`src/rtl/fetch_pc_pkg.sv`:
```
// Shared constants, FSM states and redirect kinds for the instruction-fetch PC generator.
package fetch_pkg;

  localparam int unsigned ADDR_W_DEF       = 32;
  localparam logic [31:0] RESET_VECTOR_DEF = 32'hBFC0_0000;
  localparam logic [31:0] EXC_VECTOR_DEF   = 32'hBFC0_0380;

  typedef enum logic [1:0] {
    RESET,
    RUN,
    PEND,
    ADEL
  } fetch_state_e;

  typedef enum logic [2:0] {
    RK_NONE,
    RK_BR,
    RK_J,
    RK_JR,
    RK_EXC,
    RK_ERET
  } redir_kind_e;

  // Exception-class redirects have no delay slot.
  function automatic logic kind_nods(input redir_kind_e kind);
    return (kind == RK_EXC) || (kind == RK_ERET);
  endfunction

endpackage

```
`src/rtl/fetch_pc_if.sv`:
```
// Instruction-memory request handshake between the fetch PC generator and instruction memory.
interface fetch_pc_if #(
  parameter int unsigned ADDR_W = 32
);

  logic              inst_req_o;
  logic [ADDR_W-1:0] inst_addr_o;
  logic              kill_o;
  logic              inst_ready_i;

  modport master (
    output inst_req_o,
    output inst_addr_o,
    output kill_o,
    input  inst_ready_i
  );

  modport slave (
    input  inst_req_o,
    input  inst_addr_o,
    input  kill_o,
    output inst_ready_i
  );

endinterface

```
`src/rtl/fetch_pc_target_calc.sv`:
```
// Combinational redirect priority mux: picks the winning redirect, its target and its delay-slot PC.
module pc_target_calc
  import fetch_pkg::*;
#(
  parameter int unsigned       ADDR_W     = ADDR_W_DEF,
  parameter logic [ADDR_W-1:0] EXC_VECTOR = ADDR_W'(EXC_VECTOR_DEF)
) (
  input  logic [ADDR_W-1:0] id_pc,
  input  logic              br_taken,
  input  logic [15:0]       br_off,
  input  logic              j,
  input  logic [25:0]       j_index,
  input  logic              jr,
  input  logic [ADDR_W-1:0] jr_target,
  input  logic              exc,
  input  logic              eret,
  input  logic [ADDR_W-1:0] epc,
  output redir_kind_e       kind,
  output logic [ADDR_W-1:0] target,
  output logic [ADDR_W-1:0] ds
);

  logic [ADDR_W-1:0] pc4;
  logic [ADDR_W-1:0] br_tgt;
  logic [ADDR_W-1:0] j_tgt;

  assign pc4    = id_pc + ADDR_W'(4);
  assign br_tgt = pc4 + {{(ADDR_W-18){br_off[15]}}, br_off, 2'b00};
  // Masked merge keeps the region bits without slicing above bit 27, so ADDR_W == 28 is legal.
  assign j_tgt  = (pc4 & ~ADDR_W'(28'hFFF_FFFF)) | ADDR_W'({j_index, 2'b00});
  assign ds     = pc4;

  always_comb begin
    kind   = RK_NONE;
    target = '0;
    if (exc) begin
      kind   = RK_EXC;
      target = EXC_VECTOR;
    end else if (eret) begin
      kind   = RK_ERET;
      target = epc;
    end else if (jr) begin
      kind   = RK_JR;
      target = jr_target;
    end else if (j) begin
      kind   = RK_J;
      target = j_tgt;
    end else if (br_taken) begin
      kind   = RK_BR;
      target = br_tgt;
    end
  end

endmodule

```
`src/rtl/fetch_pc.sv`:
```
// Instruction-fetch PC sequencer: request handshake, stall, delay-slot redirects and exception vectoring.
module fetch_pc
  import fetch_pkg::*;
#(
  parameter int unsigned       ADDR_W       = ADDR_W_DEF,
  parameter logic [ADDR_W-1:0] RESET_VECTOR = ADDR_W'(RESET_VECTOR_DEF),
  parameter logic [ADDR_W-1:0] EXC_VECTOR   = ADDR_W'(EXC_VECTOR_DEF)
) (
  input  logic              clk,
  input  logic              rst,
  input  logic              stall_i,
  input  logic [ADDR_W-1:0] id_pc_i,
  input  logic              br_taken_i,
  input  logic [15:0]       br_off_i,
  input  logic              j_i,
  input  logic [25:0]       j_index_i,
  input  logic              jr_i,
  input  logic [ADDR_W-1:0] jr_target_i,
  input  logic              exc_i,
  input  logic              eret_i,
  input  logic [ADDR_W-1:0] epc_i,
  fetch_pc_if.master        imem,
  output logic              adel_o,
  output logic              ce_o
);

  fetch_state_e      state;
  logic [ADDR_W-1:0] pc;
  logic [ADDR_W-1:0] pend_target;
  logic [ADDR_W-1:0] pend_ds;
  logic              pend_nods;

  redir_kind_e       rd_kind;
  logic [ADDR_W-1:0] rd_target;
  logic [ADDR_W-1:0] rd_ds;
  logic              rd_nods;

  logic              req;
  logic              acc;
  logic              take_new;
  logic              eff_valid;
  logic [ADDR_W-1:0] eff_target;
  logic [ADDR_W-1:0] eff_ds;
  logic              eff_nods;
  logic              pc_load;
  logic [ADDR_W-1:0] pc_next;

  pc_target_calc #(
    .ADDR_W     (ADDR_W),
    .EXC_VECTOR (EXC_VECTOR)
  ) u_calc (
    .id_pc     (id_pc_i),
    .br_taken  (br_taken_i),
    .br_off    (br_off_i),
    .j         (j_i),
    .j_index   (j_index_i),
    .jr        (jr_i),
    .jr_target (jr_target_i),
    .exc       (exc_i),
    .eret      (eret_i),
    .epc       (epc_i),
    .kind      (rd_kind),
    .target    (rd_target),
    .ds        (rd_ds)
  );

  assign rd_nods = kind_nods(rd_kind);
  assign req     = ce_o & ~stall_i & ~adel_o;
  assign acc     = req & imem.inst_ready_i;

  // A second delay-slot redirect while one is pending is ignored; exception-class ones always win.
  always_comb begin
    take_new = 1'b0;
    unique case (state)
      RESET:   take_new = 1'b0;
      RUN:     take_new = (rd_kind != RK_NONE);
      PEND:    take_new = rd_nods;
      ADEL:    take_new = (rd_kind == RK_EXC);
      default: take_new = 1'b0;
    endcase
  end

  // A redirect arriving with an accept is treated as if it were already pending.
  always_comb begin
    eff_valid  = take_new | (state == PEND);
    eff_target = take_new ? rd_target : pend_target;
    eff_ds     = take_new ? rd_ds     : pend_ds;
    eff_nods   = take_new ? rd_nods   : pend_nods;
  end

  always_comb begin
    pc_load = 1'b0;
    pc_next = pc;
    if (acc) begin
      pc_load = 1'b1;
      pc_next = eff_valid ? eff_target : pc + ADDR_W'(4);
    end else if (take_new && rd_nods && !req) begin
      pc_load = 1'b1;
      pc_next = rd_target;
    end
  end

  assign imem.inst_req_o  = req;
  assign imem.inst_addr_o = pc;
  assign imem.kill_o      = acc & eff_valid & (eff_nods | (pc != eff_ds));

  always_ff @(posedge clk) begin
    if (!rst) begin
      state       <= RESET;
      pc          <= RESET_VECTOR;
      pend_target <= '0;
      pend_ds     <= '0;
      pend_nods   <= 1'b0;
      ce_o        <= 1'b0;
      adel_o      <= 1'b0;
    end else if (state == RESET) begin
      state <= RUN;
      ce_o  <= 1'b1;
    end else if (pc_load) begin
      pc        <= pc_next;
      pend_nods <= 1'b0;
      if (pc_next[1:0] != 2'b00) begin
        state  <= ADEL;
        adel_o <= 1'b1;
      end else begin
        state  <= RUN;
        adel_o <= 1'b0;
      end
    end else if (take_new) begin
      pend_target <= rd_target;
      pend_ds     <= rd_ds;
      pend_nods   <= rd_nods;
      state       <= PEND;
    end
  end

endmodule
```
`src/flat_wrapper.sv`:
```
// flat-port wrapper written by rule: the top's interface ports become plain ports
module fetch_pc_flat import fetch_pkg::*;
#(
  parameter int unsigned       ADDR_W       = ADDR_W_DEF,
  parameter logic [ADDR_W-1:0] RESET_VECTOR = ADDR_W'(RESET_VECTOR_DEF),
  parameter logic [ADDR_W-1:0] EXC_VECTOR   = ADDR_W'(EXC_VECTOR_DEF)
)
  (clk, rst, stall_i, id_pc_i, br_taken_i, br_off_i, j_i, j_index_i, jr_i, jr_target_i, exc_i, eret_i, epc_i, adel_o, ce_o, imem_inst_req_o, imem_inst_addr_o, imem_kill_o, imem_inst_ready_i);
  fetch_pc_if #(.ADDR_W(ADDR_W)) imem_i ();
  input  logic clk;
  input  logic rst;
  input  logic stall_i;
  input  logic [ADDR_W-1:0] id_pc_i;
  input  logic br_taken_i;
  input  logic [15:0] br_off_i;
  input  logic j_i;
  input  logic [25:0] j_index_i;
  input  logic jr_i;
  input  logic [ADDR_W-1:0] jr_target_i;
  input  logic exc_i;
  input  logic eret_i;
  input  logic [ADDR_W-1:0] epc_i;
  output logic adel_o;
  output logic ce_o;
  output wire logic [$bits(imem_i.inst_req_o)-1:0] imem_inst_req_o;
  output wire logic [$bits(imem_i.inst_addr_o)-1:0] imem_inst_addr_o;
  output wire logic [$bits(imem_i.kill_o)-1:0] imem_kill_o;
  input wire logic [$bits(imem_i.inst_ready_i)-1:0] imem_inst_ready_i;
  assign imem_inst_req_o = imem_i.inst_req_o;
  assign imem_inst_addr_o = imem_i.inst_addr_o;
  assign imem_kill_o = imem_i.kill_o;
  assign imem_i.inst_ready_i = imem_inst_ready_i;
  fetch_pc #(.ADDR_W(ADDR_W), .RESET_VECTOR(RESET_VECTOR), .EXC_VECTOR(EXC_VECTOR)) u_core (.clk(clk), .rst(rst), .stall_i(stall_i), .id_pc_i(id_pc_i), .br_taken_i(br_taken_i), .br_off_i(br_off_i), .j_i(j_i), .j_index_i(j_index_i), .jr_i(jr_i), .jr_target_i(jr_target_i), .exc_i(exc_i), .eret_i(eret_i), .epc_i(epc_i), .imem(imem_i), .adel_o(adel_o), .ce_o(ce_o));
endmodule
```
`config.mk`:
```
export PLATFORM = sky130hd
export DESIGN_NAME = fetch_pc_flat
export DESIGN_NICKNAME = d
export VERILOG_FILES = /design/src/rtl/fetch_pc_pkg.sv /design/src/rtl/fetch_pc_if.sv /design/src/rtl/fetch_pc_target_calc.sv /design/src/rtl/fetch_pc.sv /design/src/flat_wrapper.sv
export SDC_FILE = /design/constraint.sdc
export NUM_CORES = 1
export LEC_CHECK = 0
export CAP_MARGIN = 20
export CORE_AREA = 8 8 134 136
export DETAILED_ROUTE_END_ITERATION = 10
export DIE_AREA = 0 0 142 144
export HOLD_SLACK_MARGIN = 0.08
export PLACE_DENSITY = 0.94
export SYNTH_ARGS = -nofsm -noshare
export SYNTH_HDL_FRONTEND = slang
export SYNTH_HIERARCHICAL = 1
export SYNTH_SLANG_ARGS = --single-unit
export TNS_END_PERCENT = 20
```
`constraint.sdc`:
```
create_clock -name clk -period 12.1 [get_ports clk]
set_input_delay 3.63 -clock clk [delete_from_list [all_inputs] [get_ports clk]]
set_output_delay 3.63 -clock clk [all_outputs]
set_load 0.02 [all_outputs]
```
==> out/summary.txt <==
GP Congestion - 1.02
Finish-stage setup viols - 0
Tot Pwr - 0.00136 W
Worst-Skew Late Latency - 0.35 ns
Levels on crit path - 14
Via Count - 10300
VDD IR max - 0.0000788 V
type of the most critical hold path - flop to flop
die height - 144 µm
Worst Skew - 0.00772 ns
FILL cells - 1361
die area - 0.0204 mm²
hold depth - 2
Critical-path top delay cell - clkdlybuf4s50_1
number of synthesized flops with an enable pin - 0
post-place setup slack - 0.821 ns
type of destination of the critical path - primary output
fmax - 88.2 MHz
fin nets - 1527
ANT nets after route - 0
drt first-iter violations - 1349
area of the multi-input gates - 0.00642 mm²
YS warnings - 6
Tot GR Track Use - 34.1%
Mapped Area - 0.00890 mm²
Mapped Cells - 1210
Synth top cells by count - nand2_1, dfxtp_1, a21boi_1
Top Metal Used - met4
Synth Flop Type - dfxtp_1
Area Growth Syn to Fin - 24.4%
crit start category - input port
cells along the critical path - clkdlybuf4s50_1, and4_4, and4_4, nand3_4, nor2_1, and3_1, xor2_1, inv_1, a222oi_1, o2111ai_1, a2111oi_0, nor3_1, o31a_1, clkdlybuf4s50_1
CP Buf/Inv Count - 3
count of cell types in the netlist - 84
fin util - 69.0%
Max-Cap Viols - 0
share of layout cells above drive strength 1 - 5.05%
die width - 142 µm
TritonRoute pass-1 iters - 6
first-pass GRT wire length - 54.1 mm
flops & latches, synth - 101
fin worst setup slack - 0.766 ns
DP HPWL - 27.8 mm
Pleak - 4.15 nW
grt ovf - 0
number of global-route vias before repair - 9905
DRC Markers - 0
min Tclk post-route - 11.33 ns
Avg Inst Size Synth - 7.35 µm²
slew margin rel. - 25.7%
CTS tree - built
final period utilization - 93.7%
top cells by area, synth - dfxtp_1, nand2_1, a21boi_1, ha_1, xnor2_1
Final Hold Fails - 0
r2r worst-path depth - 10
clk root buf - clkbuf_16
routed wl met3 - 3.78 mm
critical path data required time - 8.47 ns
worst-path fanout max - 5
crit-path leading delay family - simple AND/OR/NAND/NOR gates
initial antenna violation count - 0
core area - 0.0161 mm²
Sink Count - 101
RSZ-0062 raised after global routing - false
metal2 WL - 16.2 mm
most common cell in the netlist - nand2_1
setup_tns - 0 ns
clk slew on worst S/H paths - 0.07 ns
CTS resizes - 0
register area - 0.00202 mm²
final wirelength - 35.4 mm
CTS H-tree lvls - 3
crit path DAT - 7.70 ns
Cell Pwr Density - 123 mW/mm²
cts bufs inserted - 9
Ports - 183
Crit path largest cell delay - 0.56 ns
diode count - 0
Post-synth ARST share - 0%
site row count - 47
hold buffers post-CTS - 0
leading area contributor after synthesis - dfxtp_1
top-area cell type share of the netlist area - 22.7%
Mapped Nets - 1395
initial core utilization - 55.4%
routed len/inst - 22.6 µm
largest net degree at the start of global routing - 104
Worst Tran Pin Value - 1.10 ns
setup bufs post-CTS - 0
Clock Tree Buf Depth - 2
fin. max-slew vios - 0
CP Class - input port to primary output
Metal-1 WL - 13.1 mm
Port Buf Inserts - 182
outcome - finished, final reports clean
vias per cell - 6.55
sequential area share after synthesis - 22.7%
[cells in the final DEF (no fill, tap or decap), types with 8 or more instances in the layout]
master           instances
a211oi_1                 8
a21boi_1                64
a21o_1                  20
a21oi_1                 62
a221oi_1                35
a31oi_1                 11
a32oi_1                  8
and2_1                  13
and3_1                  15
and4_1                   9
buf_4                   18
clkbuf_16                9
clkdlybuf4s50_1        181
dfxtp_1                101
ha_1                    37
inv_1                   30
mux2i_1                 13
nand2_1                236
nand3_1                 41
nand4_1                 17
nor2_1                  59
nor2b_1                 10
nor3_1                  35
nor3b_1                  8
nor4_1                  13
o21ai_0                 32
o21ai_1                 22
o22ai_1                 28
xnor2_1                 50
xor2_1                  47
[through the flow]
step / cell area [µm²] / instances / hold slack, ns
floorplan: 8900 / 1210 / 0.434
global placement: 10800 / 1551 / 0.440
detailed placement: 10800 / 1551 / 0.445
CTS: 11100 / 1567 / 0.455
global route: 11100 / 1567 / 0.473
finish: 11100 / 1567 / 0.457
[final cells by class]
| cell class | count | area share [%] |
|---|---|---|
| timing repair buffer | 200 | 17.6 |
| multi-input combinational | 999 | 58.0 |
| tap | 220 | 2.49 |
| clock inverter | 7 | 0.509 |
| clock buffer | 9 | 2.03 |
| inverter | 31 | 1.05 |
| sequential | 101 | 18.3 |
[logic make-up (layout without fill, tap and decap cells)]
| group | after synthesis | in the layout | synth area share [%] |
|---|---|---|---|
| AO/OA/AOI/OAI | 359 | 359 | 28.4 |
| XOR/XNOR | 99 | 99 | 9.91 |
| adder cells (fa/ha/maj) | 38 | 38 | 5.43 |
| buffers and inverters | 110 | 247 | 5.16 |
| flip-flops | 101 | 101 | 22.7 |
| multiplexers | 14 | 14 | 1.59 |
| AND/OR/NAND/NOR | 489 | 489 | 26.7 |
[per-layer routing]
layer	vias to the layer above	GRT usage, %
met5	-	0
met4	0	20.4
met3	149	8.91
met2	678	55.4
met1	4772	39.8
li1	4658	-
[flip-flops by register name (all words and copies together), names as in the netlist]
name,flops
u_core/pend_target,32
u_core/imem.inst_addr_o,32
u_core/pend_ds,32
u_core/adel_o,1
u_core/state,2
u_core/ce_o,1
u_core/pend_nods,1
[worst reg2reg max path: cells and delay by family (launching register included)]
family,cells,cell delay [ns]
buffers and inverters,3,1.12
AOI/OAI and AO/OA,2,0.44
and+or+nand+nor,5,1.44
DFF,1,0.60
[path summary, 6_finish.rpt]
path / to / slack [ns] / start
worst min-delay path: u_core/pend_target[9] / 0.46 / u_core/pend_target[9]
worst max register to register: u_core/pend_ds[26] / 8.43 / u_core/state[0]
worst max-delay path: imem_kill_o / 0.77 / id_pc_i[7]
worst min register to register: u_core/pend_target[9] / 0.46 / u_core/pend_target[9]
[power breakdown]
group	leakage, nW	internal [W]	switching, W
sequential	0.821	0.000380	0.0000721
combinational	3.19	0.000250	0.000373
clock	0.142	0.000143	0.000141
Power figures use the tool's default switching activity.
